===== config.mk =====
export PLATFORM = sky130hd
export DESIGN_NAME = nmr_pulse_sequencer
export DESIGN_NICKNAME = d
export VERILOG_FILES = /design/src/rtl/nmr_pulse_sequencer.sv
export SDC_FILE = /design/constraint.sdc
export NUM_CORES = 2
export LEC_CHECK = 0
export ABC_AREA = 1
export BUFFER_PORTS_ARGS = -buffer_cell sky130_fd_sc_hd__buf_4
export CORE_AREA = 2 2 326 392
export CTS_BUF_LIST = sky130_fd_sc_hd__clkbuf_4 sky130_fd_sc_hd__clkbuf_8
export CTS_CLUSTER_SIZE = 25
export DETAILED_ROUTE_END_ITERATION = 10
export DIE_AREA = 0 0 328 394
export REMOVE_ABC_BUFFERS = 1
export SLEW_MARGIN = 30
export SYNTH_ARGS = -nofsm -noshare
export SYNTH_HDL_FRONTEND = slang
export SYNTH_SLANG_ARGS = --single-unit

===== constraint.sdc =====
create_clock -name clk -period 10.8 [get_ports clk]
set_input_delay 3.24 -clock clk [delete_from_list [all_inputs] [get_ports clk]]
set_output_delay 3.24 -clock clk [all_outputs]
set_load 0.02 [all_outputs]

===== src/rtl/nmr_pulse_sequencer.sv =====
// -----------------------------------------------------------------------------
// nmr_pulse_sequencer
// Table-driven pulse programmer for the DDS signal generator. A table of up to
// DEPTH segments (duration, frequency word, TX select, RF gate, acquire gate,
// last flag) is written while idle. A start plays the segments back-to-back
// from entry 0 up to the first entry flagged last (or the final entry), and
// repeats that pass n_repeats extra times.
//
// Ports
//   clk, rst_n               clock, asynchronous active-low reset
//   cfg_we/cfg_addr/cfg_*    table write port (accepted only while idle)
//   n_repeats                extra passes, captured on an accepted start
//   start, abort             single-cycle control requests
//   busy, done, aborted      run status (done/aborted are 1-cycle pulses)
//   seg_idx, pass_cnt        current segment and completed passes
//   sg_enable/sg_frq/sg_tx   signal generator controls
//   acq_gate                 receiver acquisition window
// -----------------------------------------------------------------------------
module nmr_pulse_sequencer #(
    parameter int DEPTH = 16,
    parameter int LEN_W = 32,
    parameter int FRQ_W = 32,
    parameter int REP_W = 16,
    localparam int AW   = $clog2(DEPTH)
) (
    input  logic             clk,
    input  logic             rst_n,
    input  logic             cfg_we,
    input  logic [AW-1:0]    cfg_addr,
    input  logic [LEN_W-1:0] cfg_len,
    input  logic [FRQ_W-1:0] cfg_frq,
    input  logic [1:0]       cfg_tx,
    input  logic             cfg_gate,
    input  logic             cfg_acq,
    input  logic             cfg_last,
    input  logic [REP_W-1:0] n_repeats,
    input  logic             start,
    input  logic             abort,
    output logic             busy,
    output logic             done,
    output logic             aborted,
    output logic [AW-1:0]    seg_idx,
    output logic [REP_W-1:0] pass_cnt,
    output logic             sg_enable,
    output logic [FRQ_W-1:0] sg_frq,
    output logic [1:0]       sg_tx,
    output logic             acq_gate
);

    typedef enum logic [1:0] {ST_IDLE, ST_RUN, ST_DONE} state_t;

    // Segment table
    logic [LEN_W-1:0] tbl_len  [DEPTH];
    logic [FRQ_W-1:0] tbl_frq  [DEPTH];
    logic [1:0]       tbl_tx   [DEPTH];
    logic             tbl_gate [DEPTH];
    logic             tbl_acq  [DEPTH];
    logic             tbl_last [DEPTH];

    state_t           state_reg,    state_next;
    logic [AW-1:0]    seg_idx_reg,  seg_idx_next;
    logic [REP_W-1:0] pass_reg,     pass_next;
    logic [REP_W-1:0] target_reg,   target_next;
    logic [LEN_W-1:0] count_reg,    count_next;
    logic             busy_reg,     busy_next;
    logic             done_reg,     done_next;
    logic             aborted_reg,  aborted_next;
    logic             en_reg,       en_next;
    logic             acq_reg,      acq_next;
    logic [FRQ_W-1:0] frq_reg,      frq_next;
    logic [1:0]       tx_reg,       tx_next;

    logic             tbl_wr_en;
    logic             load_en;
    logic [AW-1:0]    load_idx;
    logic             pass_end;

    // Writes while a run is in progress are dropped so a playing sequence
    // never sees its own table change underneath it.
    assign tbl_wr_en = cfg_we && (state_reg == ST_IDLE);

    always_ff @(posedge clk or negedge rst_n) begin
        if (!rst_n) begin
            for (int i = 0; i < DEPTH; i++) begin
                tbl_len[i]  <= '0;
                tbl_frq[i]  <= '0;
                tbl_tx[i]   <= '0;
                tbl_gate[i] <= 1'b0;
                tbl_acq[i]  <= 1'b0;
                tbl_last[i] <= 1'b0;
            end
        end else if (tbl_wr_en) begin
            tbl_len[cfg_addr]  <= cfg_len;
            tbl_frq[cfg_addr]  <= cfg_frq;
            tbl_tx[cfg_addr]   <= cfg_tx;
            tbl_gate[cfg_addr] <= cfg_gate;
            tbl_acq[cfg_addr]  <= cfg_acq;
            tbl_last[cfg_addr] <= cfg_last;
        end
    end

    always_ff @(posedge clk or negedge rst_n) begin
        if (!rst_n) begin
            state_reg   <= ST_IDLE;
            seg_idx_reg <= '0;
            pass_reg    <= '0;
            target_reg  <= '0;
            count_reg   <= '0;
            busy_reg    <= 1'b0;
            done_reg    <= 1'b0;
            aborted_reg <= 1'b0;
            en_reg      <= 1'b0;
            acq_reg     <= 1'b0;
            frq_reg     <= '0;
            tx_reg      <= '0;
        end else begin
            state_reg   <= state_next;
            seg_idx_reg <= seg_idx_next;
            pass_reg    <= pass_next;
            target_reg  <= target_next;
            count_reg   <= count_next;
            busy_reg    <= busy_next;
            done_reg    <= done_next;
            aborted_reg <= aborted_next;
            en_reg      <= en_next;
            acq_reg     <= acq_next;
            frq_reg     <= frq_next;
            tx_reg      <= tx_next;
        end
    end

    always_comb begin
        state_next   = state_reg;
        seg_idx_next = seg_idx_reg;
        pass_next    = pass_reg;
        target_next  = target_reg;
        count_next   = count_reg;
        busy_next    = busy_reg;
        done_next    = 1'b0;
        aborted_next = 1'b0;
        en_next      = en_reg;
        acq_next     = acq_reg;
        frq_next     = frq_reg;
        tx_next      = tx_reg;
        load_en      = 1'b0;
        load_idx     = '0;
        // The final table entry always ends a pass so seg_idx never wraps.
        pass_end     = tbl_last[seg_idx_reg] || (seg_idx_reg == AW'(DEPTH - 1));

        case (state_reg)
            ST_IDLE: begin
                en_next   = 1'b0;
                acq_next  = 1'b0;
                busy_next = 1'b0;
                if (start && !abort) begin
                    state_next  = ST_RUN;
                    busy_next   = 1'b1;
                    pass_next   = '0;
                    target_next = n_repeats;
                    load_en     = 1'b1;
                end
            end
            ST_RUN: begin
                if (abort) begin
                    state_next   = ST_IDLE;
                    aborted_next = 1'b1;
                    busy_next    = 1'b0;
                    en_next      = 1'b0;
                    acq_next     = 1'b0;
                end else if (count_reg != '0) begin
                    count_next = count_reg - 1'b1;
                end else if (pass_end) begin
                    if (pass_reg < target_reg) begin
                        pass_next = pass_reg + 1'b1;
                        load_en   = 1'b1;
                    end else begin
                        state_next = ST_DONE;
                        done_next  = 1'b1;
                        busy_next  = 1'b0;
                        en_next    = 1'b0;
                        acq_next   = 1'b0;
                    end
                end else begin
                    load_en  = 1'b1;
                    load_idx = seg_idx_reg + 1'b1;
                end
            end
            ST_DONE: begin
                state_next = ST_IDLE;
                busy_next  = 1'b0;
                en_next    = 1'b0;
                acq_next   = 1'b0;
            end
            default: begin
                state_next = ST_IDLE;
            end
        endcase

        // Segment load: the countdown holds max(len,1)-1 so that a segment
        // occupies exactly max(len,1) cycles and the next one follows at once.
        if (load_en) begin
            seg_idx_next = load_idx;
            count_next   = (tbl_len[load_idx] == '0) ? '0 : tbl_len[load_idx] - 1'b1;
            en_next      = tbl_gate[load_idx];
            acq_next     = tbl_acq[load_idx];
            frq_next     = tbl_frq[load_idx];
            tx_next      = tbl_tx[load_idx];
        end
    end

    assign busy      = busy_reg;
    assign done      = done_reg;
    assign aborted   = aborted_reg;
    assign seg_idx   = seg_idx_reg;
    assign pass_cnt  = pass_reg;
    assign sg_enable = en_reg;
    assign sg_frq    = frq_reg;
    assign sg_tx     = tx_reg;
    assign acq_gate  = acq_reg;

endmodule


== After elaboration in Yosys (flattened, before gate mapping) ==
Cells that the tools add are included.

* Bits in latches: 0
* Flip-flop bits (word level): 1213
* Output and inout port bits: 59
* Memory bits (writable): 0
* Bits in read-only memories: 0
* Memories: 0

* Shift operators: 0
* Mux-type cells: 72
* Bitwise gates (word level): 3
* Divide/modulo/power cells: 0
* $add $sub $neg: 4
* $lt $le $gt $ge: 5
* Equal/unequal tests: 15
* Reduce and logical (&&, ||, !) cells: 20
* Multipliers: 0

{| class="wikitable"
|+ Operators by type and width
! operator !! count
|-
| $bwmux W512 || 2
|-
| $mux W32 || 10
|-
| $bmux W32 S4 || 2
|-
| $demux W32 S4 || 1
|-
| $mux W16 || 5
|-
| $sub A32 B1 Y32 const B || 2
|-
| $bwmux W16 || 3
|-
| $bwmux W32 || 1
|-
| $logic_not A32 Y1 || 1
|-
| $pmux W16 S2 || 1
|-
| $reduce_bool A32 Y1 || 1
|-
| $mux W1 || 25
|-
| $add A16 B1 Y16 const B || 1
|-
| $lt A16 B16 Y1 || 1
|-
| $mux W2 || 8
|-
| $mux W4 || 4
|-
| $ge A5 B5 Y1 const B || 3
|-
| $not A4 Y5 || 3
|-
| $bmux W1 S4 || 3
|-
| $ne A4 B4 Y1 const B || 3
|-
| $reduce_and A4 Y1 || 3
|-
| $ne A3 B3 Y1 const B || 3
|-
| $bmux W2 S4 || 1
|-
| $demux W2 S4 || 1
|-
| 21 further kinds || 31
|}

== Logic depth before layout (Yosys ltp) ==
* Depth in word-level cells: 16
* Mapped depth: 29
* Gate-level depth less buffers: 26

== Worst setup path before layout ==
No wires, ideal clock.

* Kind: input to register
* Start point: input port abort
* End point: register count_reg[8]
* Path slack: 4.908 ns
* Setup time: 0.139 ns
* Stages: 23
* Path buffers: 4
* Data arrival time: 5.753 ns
* Data required time: 10.661 ns
* Path through: nor2_1 > nand2_4 > inv_2 > nand2_4 > nor2_4 > inv_2 > buf_6 > buf_4 > buf_4 > nand2_1 > nand3_1 > nand3_1 > nand2_1 > inv_2 > ha_1 > nand2_1 > nor2_4 > nand3_2 > nor2_4 > nor2_8 > buf_6 > nand2_1 > a22oi_1

* Word-level cells in the longest chain between the ends: 9
* Elaborated cells between the ends (all ways): 19
* Classes of those cells: add/sub: 1; eq/ne: 1; mux: 10; bitwise: 1; reduce/logical: 6

{| class="wikitable"
|+ RTL lines
! item !! line !! RTL
|-
| from (decl) || 38 || <nowiki>input logic abort,</nowiki>
|-
| $mux W4 || 164 || <nowiki>if (abort) begin</nowiki>
|-
| $mux W4 || 150 || <nowiki>case (state_reg)</nowiki>
|-
| $not A4 Y5 (not written as such) || 203 || <nowiki>count_next = (tbl_len[load_idx] == '0) ? '0 : tbl_len[load_idx] - 1'b1;</nowiki>
|-
| $bmux W32 S4 || 203 ||
|-
| $mux W32 (not written as such) (2 in a row) || 203 ||
|-
| $sub A32 B1 Y32 or $logic_not A32 Y1 (tied branches) || 203 ||
|-
| $mux W32 || 203 ||
|-
| $mux W32 || 201 || <nowiki>if (load_en) begin</nowiki>
|-
| to (signal assigned) || 121 || <nowiki>count_reg <= count_next;</nowiki>
|-
| to (decl) || 64 || <nowiki>logic [LEN_W-1:0] count_reg, count_next;</nowiki>
|}

Parallel ways exist; a longest one is shown, timed or not. The select of a mux whose other input is x is not followed.
A chain may end at the register's enable or synchronous reset.

== Worst setup path in the final report ==
* Start point: input port abort
* End point: register count_reg[19]

The elaborated chain is that of the path after synthesis.

==> flow_summary.json <==
{
  "holdWs_ns": 0.478,
  "synth_seq_area_share": 0.541,
  "core_area_um2": 126000,
  "crit_family": "simple AND/OR/NAND/NOR gates",
  "worstPathRequired_ns": 11.65,
  "grt_use_total": 0.271,
  "die_w_um": 328,
  "final_common_cell": "nand2_1",
  "yosys.area.top_type": "dfrtp_1",
  "hp-start": "tbl_frq[114]$_DFFE_PN0P_",
  "drc_errors": 0,
  "cp_common_cell": "nand2_1",
  "area_delta_synth_final_pct": 10.9,
  "endpoint_kind": "register",
  "fin_crit_sh": 0.640,
  "nNetsFinal": 6944,
  "crit_slowest_cell": "buf_4",
  "routed_wl_mm": 175,
  "pre_cts_ws_ns": 2.96,
  "final_cell_mix": "2257 x nand2_1, 1417 x o21ai_0, 1213 x dfrtp_1",
  "cts_tree": "done",
  "clock_latency_ns": 0.92,
  "worstPathBufferInverterCount": 3,
  "r2r_start": "seg_idx[0]$_DFFE_PN0P_",
  "die_y_um": 394,
  "cap_violations": 0,
  "setup_viol": 0,
  "fin_util": 0.495,
  "post_cts_buffers": 0,
  "routabilityCongestion": 0.910,
  "antenna_found_initial": 3,
  "dp_cells": 8290,
  "finalCriticalPeriod_ns": 6.91,
  "crit_path_max_fanout": 182,
  "hold_class": "register to register",
  "ys_ff_latch": 1213,
  "crit_chain": "buf_4 -> nor2_1 -> nand2_4 -> nor2_8 -> nand2_8 -> buf_12 -> buf_4 -> nand2_1 -> nand2_1 -> nand2_1 -> nand3_1 -> nand3_1 -> nand2_1 -> nor2_2 -> nand2_1 -> nor2_4 -> nand3_2 -> nor2_4 -> nor2_8 -> nand3_1 -> a21oi_1",
  "numCtsBuffers": 198,
  "final_layout_size_suffix_gt1_frac": 0.0907,
  "crit_path_start": "abort",
  "firstDrtPassIters": 5,
  "synthCells": 6961,
  "first_iter_violations": 5086,
  "clkPwrFrac": 0.260,
  "fmax_ghz": 0.145,
  "p_leak_uw": 0.0296,
  "clock-sinks": 1213,
  "path_clk_slew_ns": 0.06,
  "netlist_area_um2": 56100,
  "arrival_ns": 7.76,
  "viasPerCell": 5.58,
  "root_buffer": "clkbuf_8",
  "worstMarginPinSlew_ns": 1.04,
  "dp_hpwl_mm": 93.6,
  "drt.antenna.violating_nets": 0,
  "yosysTopAreaCellShare": 0.541,
  "p_per_area_nw_per_um2": 261,
  "yosys-top-cells-area": "dfrtp_1 54%, nand2_1 15%, o21ai_0 13%",
  "grt_first_pass_wirelength_mm": 275,
  "io-pin-count": 153,
  "top_regs": "tbl_frq: 512 flops, tbl_len: 512 flops",
  "syn_area_per_cell_um2": 8.06,
  "cts_resized": 0,
  "seqPwrFrac": 0.483,
  "power.share.combinational": 0.257,
  "critPathKind": "primary input to register",
  "intPower_uw": 10700,
  "r2r_slack_ns": 4.41,
  "synthDistinctLibCells": 46,
  "die_area_um2": 129000,
  "fillCellCount": 12200,
  "maxSlewHeadroom": 0.308,
  "clockBufferDepth": 3,
  "slew_viol_final": 0,
  "cts-htree-levels": 4,
  "rows": 143,
  "io_buffers": 152,
  "grt_pass1_vias": 46200,
  "setup_slack_ns": 3.89,
  "finalNonFillerCells": 8639,
  "fin_skew_ns": 0.0319,
  "p_sw_uw": 5540,
  "grt_max_degree": 183,
  "cts_hold_buf": 0,
  "rsz0062_at_grt": "false",
  "synth_warnings": 0,
  "initial_core_util": 0.446,
  "max_stage_delay_ns": 0.82,
  "switching_share": 0.341,
  "grt_overflow_total": 0,
  "vias": 48200,
  "peakVddDrop_uv": 147,
  "hold_viol": 0,
  "wl_per_cell_um": 20.3,
  "startpoint_type": "primary input",
  "status": "completed"
}
-- metal layers --
layer,up-vias,share of wire,global-route usage,routed length (um)
met5,-,0,0,0
met4,0,0.028,0.0881,4910
met3,300,0.062,0.0394,10900
met2,1667,0.47,0.440,82000
met1,23500,0.44,0.374,77200
li1,22700,-,-,-
-- cells in the mapped netlist (all sizes together) --
library cell and count:
o21bai 7, a211oi 1, a21boi 1, and3 2
a311o 2, nand3 427, inv 187, o211ai 35
ha 24, nor3 14, or2 1, xnor2 12
o22ai 36, o31ai 3, clkbuf 445, nor4 3
nand4 13, a21o 1, a31oi 43, buf 118
nor2 481, o21a 3, a21oi 66, dfrtp 1213
a22oi 8, o2111ai 1, xor2 15, o221ai 102
a41oi 1, nand3b 2, nor3b 3, nand2 2272
o21ai 1419
-- power groups by stage --
stage               Clock (uW)  Combinational [uW]  Sequential, uW
floorplan                    0                3010            7670
global placement             0                4070            7820
detailed placement           0                4190            7860
CTS                       4310                4200            7810
global route              4520                4900            8090
finish                    4230                4170            7840
-- worst reg2reg max path, delay by kind of cell, from the launching register on --
family | cells | cell delay, ns
buf+inv | 4 | 2.30
compound gates | 1 | 0.17
flops | 1 | 0.74
simple gates | 20 | 3.11
-- per-stage QoR --
stage                     cell area, um^2  setup TNS (ns)  total power, uW
after floorplan                     53800          -54.86            10700
after global placement              57800               0            11900
after detailed placement            57900               0            12000
after CTS                           62100               0            16300
after global routing                62200               0            17500
final                               62200               0            16200
-- cells by family after synthesis --
| logic type | synth area share |
|---|---|
| AO/OA/AOI/OAI | 0.166 |
| XOR/XNOR | 0.00422 |
| buffers and inverters | 0.0539 |
| AND/OR/NAND/NOR | 0.229 |
| flip-flops | 0.541 |
| adder cells (fa/ha/maj) | 0.00536 |
-- cell type report --
| type | instances | area, um^2 | area share |
|---|---|---|---|
| antenna | 2 | 5.00 | 0.0000804 |
| clock buffer | 316 | 3910 | 0.0628 |
| clock inverter | 28 | 254 | 0.00408 |
| inverter | 187 | 724 | 0.0116 |
| multi-input combinational | 4998 | 22900 | 0.368 |
| sequential | 1213 | 30400 | 0.488 |
| tap | 1667 | 2090 | 0.0335 |
| timing repair buffer | 228 | 1960 | 0.0316 |
-- final timing paths --
check / to / cells past startpoint
setup reg to reg: count_reg[19]$_DFFE_PN0P_ / 25
hold / removal: tbl_frq[114]$_DFFE_PN0P_ / 2
min in group asynchronous: tbl_acq[6]$_DFFE_PN0P_ / 1
max in group asynchronous: tbl_frq[307]$_DFFE_PN0P_ / 3
hold reg to reg: tbl_frq[114]$_DFFE_PN0P_ / 2
setup / recovery: count_reg[19]$_DFFE_PN0P_ / 21
(Power assumes the default switching activity.)
